`src/rtl/barrel_pkg.sv`:
```
// rtl/barrel_pkg.sv - shared constants and helpers for the barrel slot scheduler
package barrel_pkg;

    localparam int SLOT_NUM_DEFAULT = 16;

    // Spawner FSM states
    typedef logic [0:0] spawn_state_t;
    localparam spawn_state_t IDLE = 1'b0;
    localparam spawn_state_t HOLD = 1'b1;

    // Barrel instance state encodings
    typedef enum logic [1:0] {
        BARREL_OFF    = 2'd0,
        BARREL_LAUNCH = 2'd1,
        BARREL_ROLL   = 2'd2,
        BARREL_FALL   = 2'd3
    } barrel_state_e;

    function automatic logic [7:0] sat_add8(input logic [7:0] v, input logic [1:0] n);
        logic [8:0] s;
        s = {1'b0, v} + {7'b0, n};
        return s[8] ? 8'hFF : s[7:0];
    endfunction

endpackage

```
`src/rtl/slot_picker.sv`:
```
// rtl/slot_picker.sv - round-robin free-slot finder: rotate, priority-encode, un-rotate
module slot_picker #(
    parameter int N = 16,
    parameter int W = $clog2(N)
) (
    input  logic [N-1:0] free_mask,
    input  logic [W-1:0] ptr,
    output logic         found,
    output logic [W-1:0] idx
);

    logic [N-1:0] rot;
    logic [W-1:0] j;
    logic [W-1:0] pe;

    always_comb begin
        rot = '0;
        j   = '0;
        pe  = '0;
        for (int i = 0; i < N; i++) begin
            j      = W'(i) + ptr;
            rot[i] = free_mask[j];
        end
        // Descending scan leaves the lowest set bit, i.e. the nearest slot at or after ptr
        for (int i = N - 1; i >= 0; i--) begin
            if (rot[i]) pe = W'(i);
        end
    end

    assign found = |free_mask;
    assign idx   = pe + ptr;

endmodule

```
`src/rtl/barrel_spawner.sv`:
```
// rtl/barrel_spawner.sv - turns Kong drop edges into round-robin barrel slot launches
module barrel_spawner
    import barrel_pkg::*;
#(
    parameter int SLOT_NUM = SLOT_NUM_DEFAULT,
    parameter int MIN_GAP  = 8
) (
    input  logic                clk,
    input  logic                rst,
    input  logic                tick,
    input  logic                clear,
    input  logic                enable,
    input  logic                drop_req,
    input  logic [SLOT_NUM-1:0] slot_done,
    output logic [SLOT_NUM-1:0] slot_start,
    output logic [SLOT_NUM-1:0] busy,
    output logic [4:0]          active_count,
    output logic                drop_ack,
    output logic [7:0]          miss_count
);

    localparam int IW = $clog2(SLOT_NUM);
    localparam int GW = $clog2(MIN_GAP + 1);

    spawn_state_t        state_q, state_d;
    logic [IW-1:0]       ptr_q, ptr_d;
    logic [IW-1:0]       hold_idx_q, hold_idx_d;
    logic [GW-1:0]       gap_q, gap_d;
    logic                pending_q, pending_d;
    logic                drop_prev_q, drop_prev_d;
    logic [SLOT_NUM-1:0] busy_q, busy_d;
    logic [SLOT_NUM-1:0] slot_start_q, slot_start_d;
    logic                drop_ack_q, drop_ack_d;
    logic [7:0]          miss_q, miss_d;
    logic [4:0]          active_q, active_d;

    logic [SLOT_NUM-1:0] free_mask;
    logic [SLOT_NUM-1:0] done_mask;
    logic                pick_found;
    logic [IW-1:0]       pick_idx;
    logic                drop_evt, pend_eff, evt_miss, full_miss;

    assign free_mask = ~busy_q;

    slot_picker #(.N(SLOT_NUM), .W(IW)) u_picker (
        .free_mask (free_mask),
        .ptr       (ptr_q),
        .found     (pick_found),
        .idx       (pick_idx)
    );

    assign drop_evt = enable & drop_req & ~drop_prev_q;
    assign pend_eff = pending_q | drop_evt;
    assign evt_miss = drop_evt & pending_q;

    always_comb begin
        state_d      = state_q;
        ptr_d        = ptr_q;
        hold_idx_d   = hold_idx_q;
        gap_d        = gap_q;
        pending_d    = pending_q;
        drop_prev_d  = drop_prev_q;
        busy_d       = busy_q;
        slot_start_d = slot_start_q;
        drop_ack_d   = 1'b0;
        miss_d       = miss_q;
        done_mask    = '0;
        full_miss    = 1'b0;
        if (tick) begin
            drop_prev_d = drop_req;
            pending_d   = pend_eff;
            // The slot in HOLD has not launched yet, so its done is stale
            done_mask = slot_done & busy_q;
            if (state_q == HOLD) done_mask[hold_idx_q] = 1'b0;
            busy_d = busy_q & ~done_mask;
            if (state_q == IDLE) begin
                if (gap_q != '0) begin
                    gap_d = gap_q - GW'(1);
                end else if (pend_eff && enable && pick_found) begin
                    busy_d[pick_idx]       = 1'b1;
                    slot_start_d           = '0;
                    slot_start_d[pick_idx] = 1'b1;
                    hold_idx_d             = pick_idx;
                    drop_ack_d             = 1'b1;
                    pending_d              = 1'b0;
                    state_d                = HOLD;
                end else if (pend_eff && enable) begin
                    full_miss = 1'b1;
                    pending_d = 1'b0;
                end
            end else begin
                slot_start_d = '0;
                ptr_d        = hold_idx_q + IW'(1);
                gap_d        = GW'(MIN_GAP);
                state_d      = IDLE;
            end
            miss_d = sat_add8(miss_q, {1'b0, evt_miss} + {1'b0, full_miss});
        end
        active_d = '0;
        for (int i = 0; i < SLOT_NUM; i++) begin
            active_d = active_d + 5'(busy_d[i]);
        end
    end

    always_ff @(posedge clk or posedge rst) begin
        if (rst) begin
            state_q      <= IDLE;
            ptr_q        <= '0;
            hold_idx_q   <= '0;
            gap_q        <= '0;
            pending_q    <= 1'b0;
            drop_prev_q  <= 1'b0;
            busy_q       <= '0;
            slot_start_q <= '0;
            drop_ack_q   <= 1'b0;
            miss_q       <= '0;
            active_q     <= '0;
        end else if (clear) begin
            state_q      <= IDLE;
            ptr_q        <= '0;
            hold_idx_q   <= '0;
            gap_q        <= '0;
            pending_q    <= 1'b0;
            drop_prev_q  <= 1'b0;
            busy_q       <= '0;
            slot_start_q <= '0;
            drop_ack_q   <= 1'b0;
            miss_q       <= '0;
            active_q     <= '0;
        end else begin
            state_q      <= state_d;
            ptr_q        <= ptr_d;
            hold_idx_q   <= hold_idx_d;
            gap_q        <= gap_d;
            pending_q    <= pending_d;
            drop_prev_q  <= drop_prev_d;
            busy_q       <= busy_d;
            slot_start_q <= slot_start_d;
            drop_ack_q   <= drop_ack_d;
            miss_q       <= miss_d;
            active_q     <= active_d;
        end
    end

    assign slot_start   = slot_start_q;
    assign busy         = busy_q;
    assign active_count = active_q;
    assign drop_ack     = drop_ack_q;
    assign miss_count   = miss_q;

endmodule

```
`config.mk`:
```
export PLATFORM = sky130hd
export DESIGN_NAME = barrel_spawner
export DESIGN_NICKNAME = d
export VERILOG_FILES = /design/src/rtl/barrel_pkg.sv /design/src/rtl/slot_picker.sv /design/src/rtl/barrel_spawner.sv
export SDC_FILE = /design/constraint.sdc
export NUM_CORES = 1
export LEC_CHECK = 0
export ABC_AREA = 1
export BUFFER_PORTS_ARGS = -buffer_cell sky130_fd_sc_hd__buf_4
export CAP_MARGIN = 30
export CORE_MARGIN = 2
export CORE_UTILIZATION = 63
export CTS_BUF_LIST = sky130_fd_sc_hd__clkbuf_16
export CTS_CLUSTER_DIAMETER = 60
export DETAILED_ROUTE_END_ITERATION = 12
export PLACE_DENSITY = 0.87
export SLEW_MARGIN = 25
export SYNTH_ARGS = -nofsm -noshare
export SYNTH_HDL_FRONTEND = slang
export SYNTH_SLANG_ARGS = --single-unit
```
`constraint.sdc`:
```
create_clock -name clk -period 17.1 [get_ports clk]
set_input_delay 1.71 -clock clk [delete_from_list [all_inputs] [get_ports clk]]
set_output_delay 1.71 -clock clk [all_outputs]
set_load 0.02 [all_outputs]
```
# ---- Word-level counts from Yosys, hierarchy flattened
# Cells that the tools add are included.
dict set report totals {
  mem_bits_rw 0
  rom_bits 0
  memories 0
  reg_bits 61
  out_inout_bits 46
  latch_bits 0
  elab_cells 196
}
dict set report op_classes {
  bitwise_logic 12
  n_eq_ne 3
  n_addsub 35
  n_mul 0
  order_cmp 20
  n_mux 100
  shift 0
  n_reduce_logical 15
  n_div 0
}
# op count
set op_table {}
lappend op_table {{two-way mux 16 bit} 12}
lappend op_table {{two-way mux 4 bit} 28}
lappend op_table {{< comparator 4 x 5 -> 1 bit, second input constant} 18}
lappend op_table {{binary-select mux 1 bit (select 4 bit)} 16}
lappend op_table {{adder 5 x 1 -> 5 bit} 11}
lappend op_table {{bitwise AND 16 bit} 3}
lappend op_table {{inverter 16 bit} 3}
lappend op_table {{two-way mux 1 bit} 38}
lappend op_table {{adder 4 bit, first input constant} 8}
lappend op_table {{two-way mux 8 bit} 3}
lappend op_table {{adder 3 x 4 -> 4 bit, first input constant} 4}
lappend op_table {{bitwise OR 16 bit} 1}
lappend op_table {{OR reduction 16 bit} 1}
lappend op_table {{adder 8 x 2 -> 9 bit} 1}
lappend op_table {{adder 2 x 4 -> 4 bit, first input constant} 2}
lappend op_table {{demux 1 bit (select 4 bit)} 2}
lappend op_table {{>= comparator 4 x 1 -> 1 bit, second input constant} 2}
lappend op_table {{nonzero test 2 bit} 3}
lappend op_table {{nonzero test 3 bit} 2}
lappend op_table {{adder 4 x 1 -> 5 bit} 1}
lappend op_table {{two-way mux 5 bit} 1}
lappend op_table {{adder 1 x 1 -> 2 bit} 2}
lappend op_table {{adder 1 x 4 -> 4 bit, first input constant} 1}
lappend op_table {{adder 3 x 1 -> 4 bit} 1}
lappend op_table {{other kinds (14)} 21}

# ---- Longest topological paths before layout
dict set report logic_depth {
  word_depth 45
  depth_mapped 46
  ltp_nobuf 44
}

# ---- By module
# Synthesis repeated with hierarchy kept, for this count alone.
dict set report unflattened {
  hier_cells 728
  hier_area_um2 4949.7
}
# mod instances cells_each area_each_um2 seq_area_each_um2
set modules_own_cells {}
lappend modules_own_cells {barrel_spawner 1 495 3704.8 1526.5}
lappend modules_own_cells {slot_picker 1 233 1244.9 0.0}

# ---- Worst setup path before layout
# No wires, ideal clock.
dict set report synth_path {
  path_kind {reg-to-reg}
  startpoint {register ptr_q[1]}
  endpoint {register active_q[4], in the netlist active_count[4]}
  setup_ps 136
  setup_slack_ps 10175
  t_required_ps 16964
  synth_period_minus_slack_ps 6925
  arrival_time_ps 6789
  stages_incl_launch_ff 41
  path_cell_list {dfrtp_1 -> buf_4 -> inv_2 -> ha_1 -> buf_2 -> inv_1 -> nand3_1 -> nand3_1 -> nand3_1 -> nand2_1 -> nand2_1 -> nand2_1 -> nand2_1 -> nand2_1 -> nand2_1 -> nand2_1 -> nand2_1 -> nand2_1 -> (+5 left out) -> a21oi_1 -> ha_1 -> fa_1 -> xor2_1 -> inv_1 -> nor2_2 -> a21boi_0 -> fa_1 -> inv_1 -> fa_1 -> inv_1 -> fa_1 -> inv_1 -> fa_1 -> ha_1 -> fa_1 -> a21oi_1 -> nor3_1}
}
dict set report synth_between {
  elab_chain_len 45
}
# item line_no
set synth_lines {}
lappend synth_lines {{start, declared} barrel_spawner.sv:26} ;# logic [IW-1:0] ptr_q, ptr_d;
lappend synth_lines {{start signal, assigned} barrel_spawner.sv:132} ;# ptr_q <= ptr_d;
lappend synth_lines {{adder 4 bit} slot_picker.sv:21} ;# j = W'(i) + ptr;
lappend synth_lines {{binary-select mux 1 bit (select 4 bit)} slot_picker.sv:22} ;# rot[i] = free_mask[j];
lappend synth_lines {{two-way mux 1 bit (implied by the code)} slot_picker.sv:22}
lappend synth_lines {{two-way mux 4 bit (16 in a row)} slot_picker.sv:26} ;# if (rot[i]) pe = W'(i);
lappend synth_lines {{adder 4 bit (*)} slot_picker.sv:31} ;# assign idx = pe + ptr;
lappend synth_lines {{< comparator 4 x 5 -> 1 bit (implied by the code) or >= comparator 4 x 1 -> 1 bit (tied branches)} barrel_spawner.sv:80} ;# busy_d[pick_idx] = 1'b1;
lappend synth_lines {{logical AND 1 bit (implied by the code)} barrel_spawner.sv:80}
lappend synth_lines {{two-way mux 1 bit (implied by the code)} barrel_spawner.sv:80}
lappend synth_lines {{(+5 left out)} n/a}
lappend synth_lines {{two-way mux 16 bit (*)} barrel_spawner.sv:69} ;# if (tick) begin
lappend synth_lines {{adder 1 x 1 -> 2 bit} barrel_spawner.sv:101} ;# active_d = active_d + 5'(busy_d[i]);
lappend synth_lines {{adder 2 x 1 -> 3 bit} barrel_spawner.sv:101}
lappend synth_lines {{adder 3 x 1 -> 4 bit} barrel_spawner.sv:101}
lappend synth_lines {{adder 4 x 1 -> 5 bit} barrel_spawner.sv:101}
lappend synth_lines {{adder 5 x 1 -> 5 bit (10 in a row)} barrel_spawner.sv:101}
lappend synth_lines {{adder 5 x 1 -> 5 bit (*)} barrel_spawner.sv:101}
lappend synth_lines {{two-way mux 5 bit (*)} barrel_spawner.sv:118} ;# end else if (clear) begin
lappend synth_lines {{end signal, assigned} barrel_spawner.sv:141} ;# active_q <= active_d;
lappend synth_lines {{end, declared} barrel_spawner.sv:35} ;# logic [4:0] active_q, active_d;
# Every way passes the cells marked *; elsewhere a longest branch is shown, timed or not. The select of a mux whose other input is x is not followed.
# A chain may end at the register's enable or synchronous reset.

# ---- Worst setup path in the final report
dict set report layout_path {
  startpoint {register ptr_q[0]}
  endpoint {register active_q[2], in the netlist active_count[2]}
}
# Same word-level chain as after synthesis.

==> results.yml <==
outcome:
  status: "finished, final reports clean"
clock_tree:
  cts_max_path_buffers: 2
  numCtsBuffers: 9
  clkTransAtPathRegs_ns: 0.06
  worstSkewPairLatency_ns: 0.34
  cts_sinks: 61
  cts_tree: "done"
  cts-root-buf: "clkbuf_16"
  cts.repair.resized: 0
  post_cts_buffers: 0
  ctsHoldBuffers: 0
  htree_levels: 3
setup_path:
  max_stage_delay_ns: 0.78
  r2r_start: "ptr_q[0]$_DFFE_PP0P_"
  critPathMostFrequentCell: "nand2_1"
  crit_fanout: 23
  cp.arrival_ns: 8.58
  required_ns: 17.32
  cpMaxStageDelayCell: "dfrtp_1"
  r2r_slack_ns: 8.74
  r2r-end: "active_count[2]$_DFF_PP0_"
  critPathCaptureType: "flop"
  critPathKind: "flop to flop"
  ff2ff_path_depth: 38
  crit_path_start_kind: "flop"
power:
  power_frac_comb: 0.124
  p_sw_frac: 0.291
  p_per_area_nw_per_um2: 72.2
  p_total_mw: 0.397
  vdd_ir_drop_max_uv: 76.2
  seqPwrFrac: 0.390
  p_leak_nw: 2.81
  switching_power_mw: 0.116
  power.internal_mw: 0.282
  clockPowerShare: 0.485
floorplan:
  core_area_um2: 7210
  rows: 31
  start_util: 0.646
  die_area_um2: 8100
  die_x_um: 90.0
  io_pins: 68
  die_h_um: 90.0
yosys:
  yosysUniqueCellTypes: 48
  synth_cells: 633
  syn_area_um2: 4660
  async_reset_ff_frac: 1.00
  synth_edf_count: 0
  ys_seq_area_frac: 0.328
  synth_warnings: 0
  ys.flop_type: "dfrtp_1"
  ys_ff_latch: 61
  synthesis.nets: 689
  avgSynthCellArea_um2: 7.36
layout:
  final_layout_size_suffix_gt1_frac: 0.167
  area_growth_pct: 18.0
  final_common_cell: "nand2_1"
  num_antenna_cells: 0
  n_fill_cell: 558
  final_nets: 752
  most-common-layout-cells: "173 x nand2_1, 81 x nand3_1, 69 x buf_4"
timing:
  skew_ns: 0.00715
  rsz0062_at_grt: "no"
  fmax_ghz: 0.120
  fin_crit_sh: 0.489
  setup_viol_count_final: 0
  period_needed_ns: 8.36
  timing.hold.ws_ns: 0.496
  timing_hold_violations_final: 0
  tns_ns: 0
  max_slew.worst_pin.slew_ns: 0.887
  slew_violations: 0
  maxSlewHeadroom: 0.407
drt:
  highest_layer: "met4"
  drt_wl_total_um: 14000
  wl_met2_um: 6920
  vias: 4775
  wl_met1_um: 5260
  drc: 0
  drt_first_pass_iters: 7
  drtAntennaViolNets: 0
  wl_per_cell_um: 17.4
  drtIter0Drc: 420
  met3_length_um: 1210
  drt-vias-per-instance: 5.97
grt:
  grt_pass1_wl_um: 22700
  grt_pass1_vias: 4567
  grt_max_degree: 62
  grt_usage: 0.349
  antenna_found_initial: 0
  overflow: 0
hold_path:
  min_path_type: "flop to flop"
  min_from: "slot_start[15]$_DFFE_PP0P_"
  hold_depth: 2
  hold_end: "slot_start[15]$_DFFE_PP0P_"
run:
  maxCapViolCount: 0
place:
  dp_hpwl_um: 10100
  portBuffers: 67
  place.gp.congestion: 0.979
## cell usage after synthesis (7+ instances only)
cell type	count	area (um^2)
nand2_1	173	649
nand3_1	81	405
inv_1	68	255
dfrtp_1	61	1530
nor2_1	38	143
o21ai_0	31	155
a21oi_1	22	110
ha_1	22	275
fa_1	12	240
o211ai_1	11	82.6
o22ai_1	11	68.8
o21ai_1	9	45.0
nor3_1	8	40.0
clkbuf_1	7	26.3
## stage by stage
step / cell area, um^2 / instances / util / worst slack, ns
floorplan: 4660 / 633 / - / 10.18
finish: 5500 / 800 / 0.762 / 8.74
detailed placement: 5180 / 783 / 0.718 / 9.00
global route: 5500 / 800 / 0.762 / 8.09
global placement: 5180 / 783 / 0.718 / 9.31
CTS: 5490 / 799 / 0.761 / 8.87
## logic make-up after synthesis
kind of cell    share of synthesized area
compound gates                      0.149
flops                               0.328
simple gates                        0.299
buf+inv                            0.0846
fa+ha+maj                           0.111
xor+xnor                           0.0290
## power by group through the flow
stage	logic, mW	registers [mW]	clock network, mW
after floorplan	0.0335	0.157	0
after global placement	0.0452	0.157	0
after detailed placement	0.0475	0.157	0
after CTS	0.0484	0.155	0.191
after global routing	0.0562	0.156	0.197
final	0.0494	0.155	0.193
## routing by layer
layer,GRT usage,up-vias
met1,0.438,2214
met3,0.0620,54
li1,-,2223
met4,0.135,0
met5,0,-
met2,0.605,284
## how the worst max path moves through the flow
stage,end,cells after the start,startpoint
final,active_count[2]$_DFF_PP0_,38,ptr_q[0]$_DFFE_PP0P_
after global routing,active_count[2]$_DFF_PP0_,38,ptr_q[0]$_DFFE_PP0P_
after CTS,active_count[4]$_DFF_PP0_,36,ptr_q[0]$_DFFE_PP0P_
after detailed placement,active_count[4]$_DFF_PP0_,38,ptr_q[0]$_DFFE_PP0P_
after global placement,active_count[4]$_DFF_PP0_,38,ptr_q[0]$_DFFE_PP0P_
after floorplan,active_count[4]$_DFF_PP0_,40,ptr_q[1]$_DFFE_PP0P_
## layout make-up
class                      instances  area (um^2)  share of cell area
tap                               99          124              0.0225
timing repair buffer              69          518              0.0942
clock buffer                       9          225              0.0410
multi-input combinational        480         2740               0.498
sequential                        61         1530               0.278
inverter                          75          284              0.0517
clock inverter                     7         82.6              0.0150
## registers in the layout, indices dropped and copies added, names as in the netlist
signal,count
busy,16
slot_start,16
miss_count,8
active_count,5
gap_q,4
hold_idx_q,4
ptr_q,4
drop_ack,1
drop_prev_q,1
pending_q,1
state_q,1
## worst max-delay path, delay by kind of cell (launching register included)
| kind | cells | cell delay (ns) |
|---|---|---|
| xor gates and xnor gates | 1 | 0.71 |
| and+or+nand+nor | 18 | 1.44 |
| AOI/OAI and AO/OA | 4 | 0.53 |
| DFF | 1 | 0.78 |
| adders and majority gates | 9 | 3.76 |
| buffers and inverters | 6 | 0.99 |
Power figures use the tool's default switching activity.
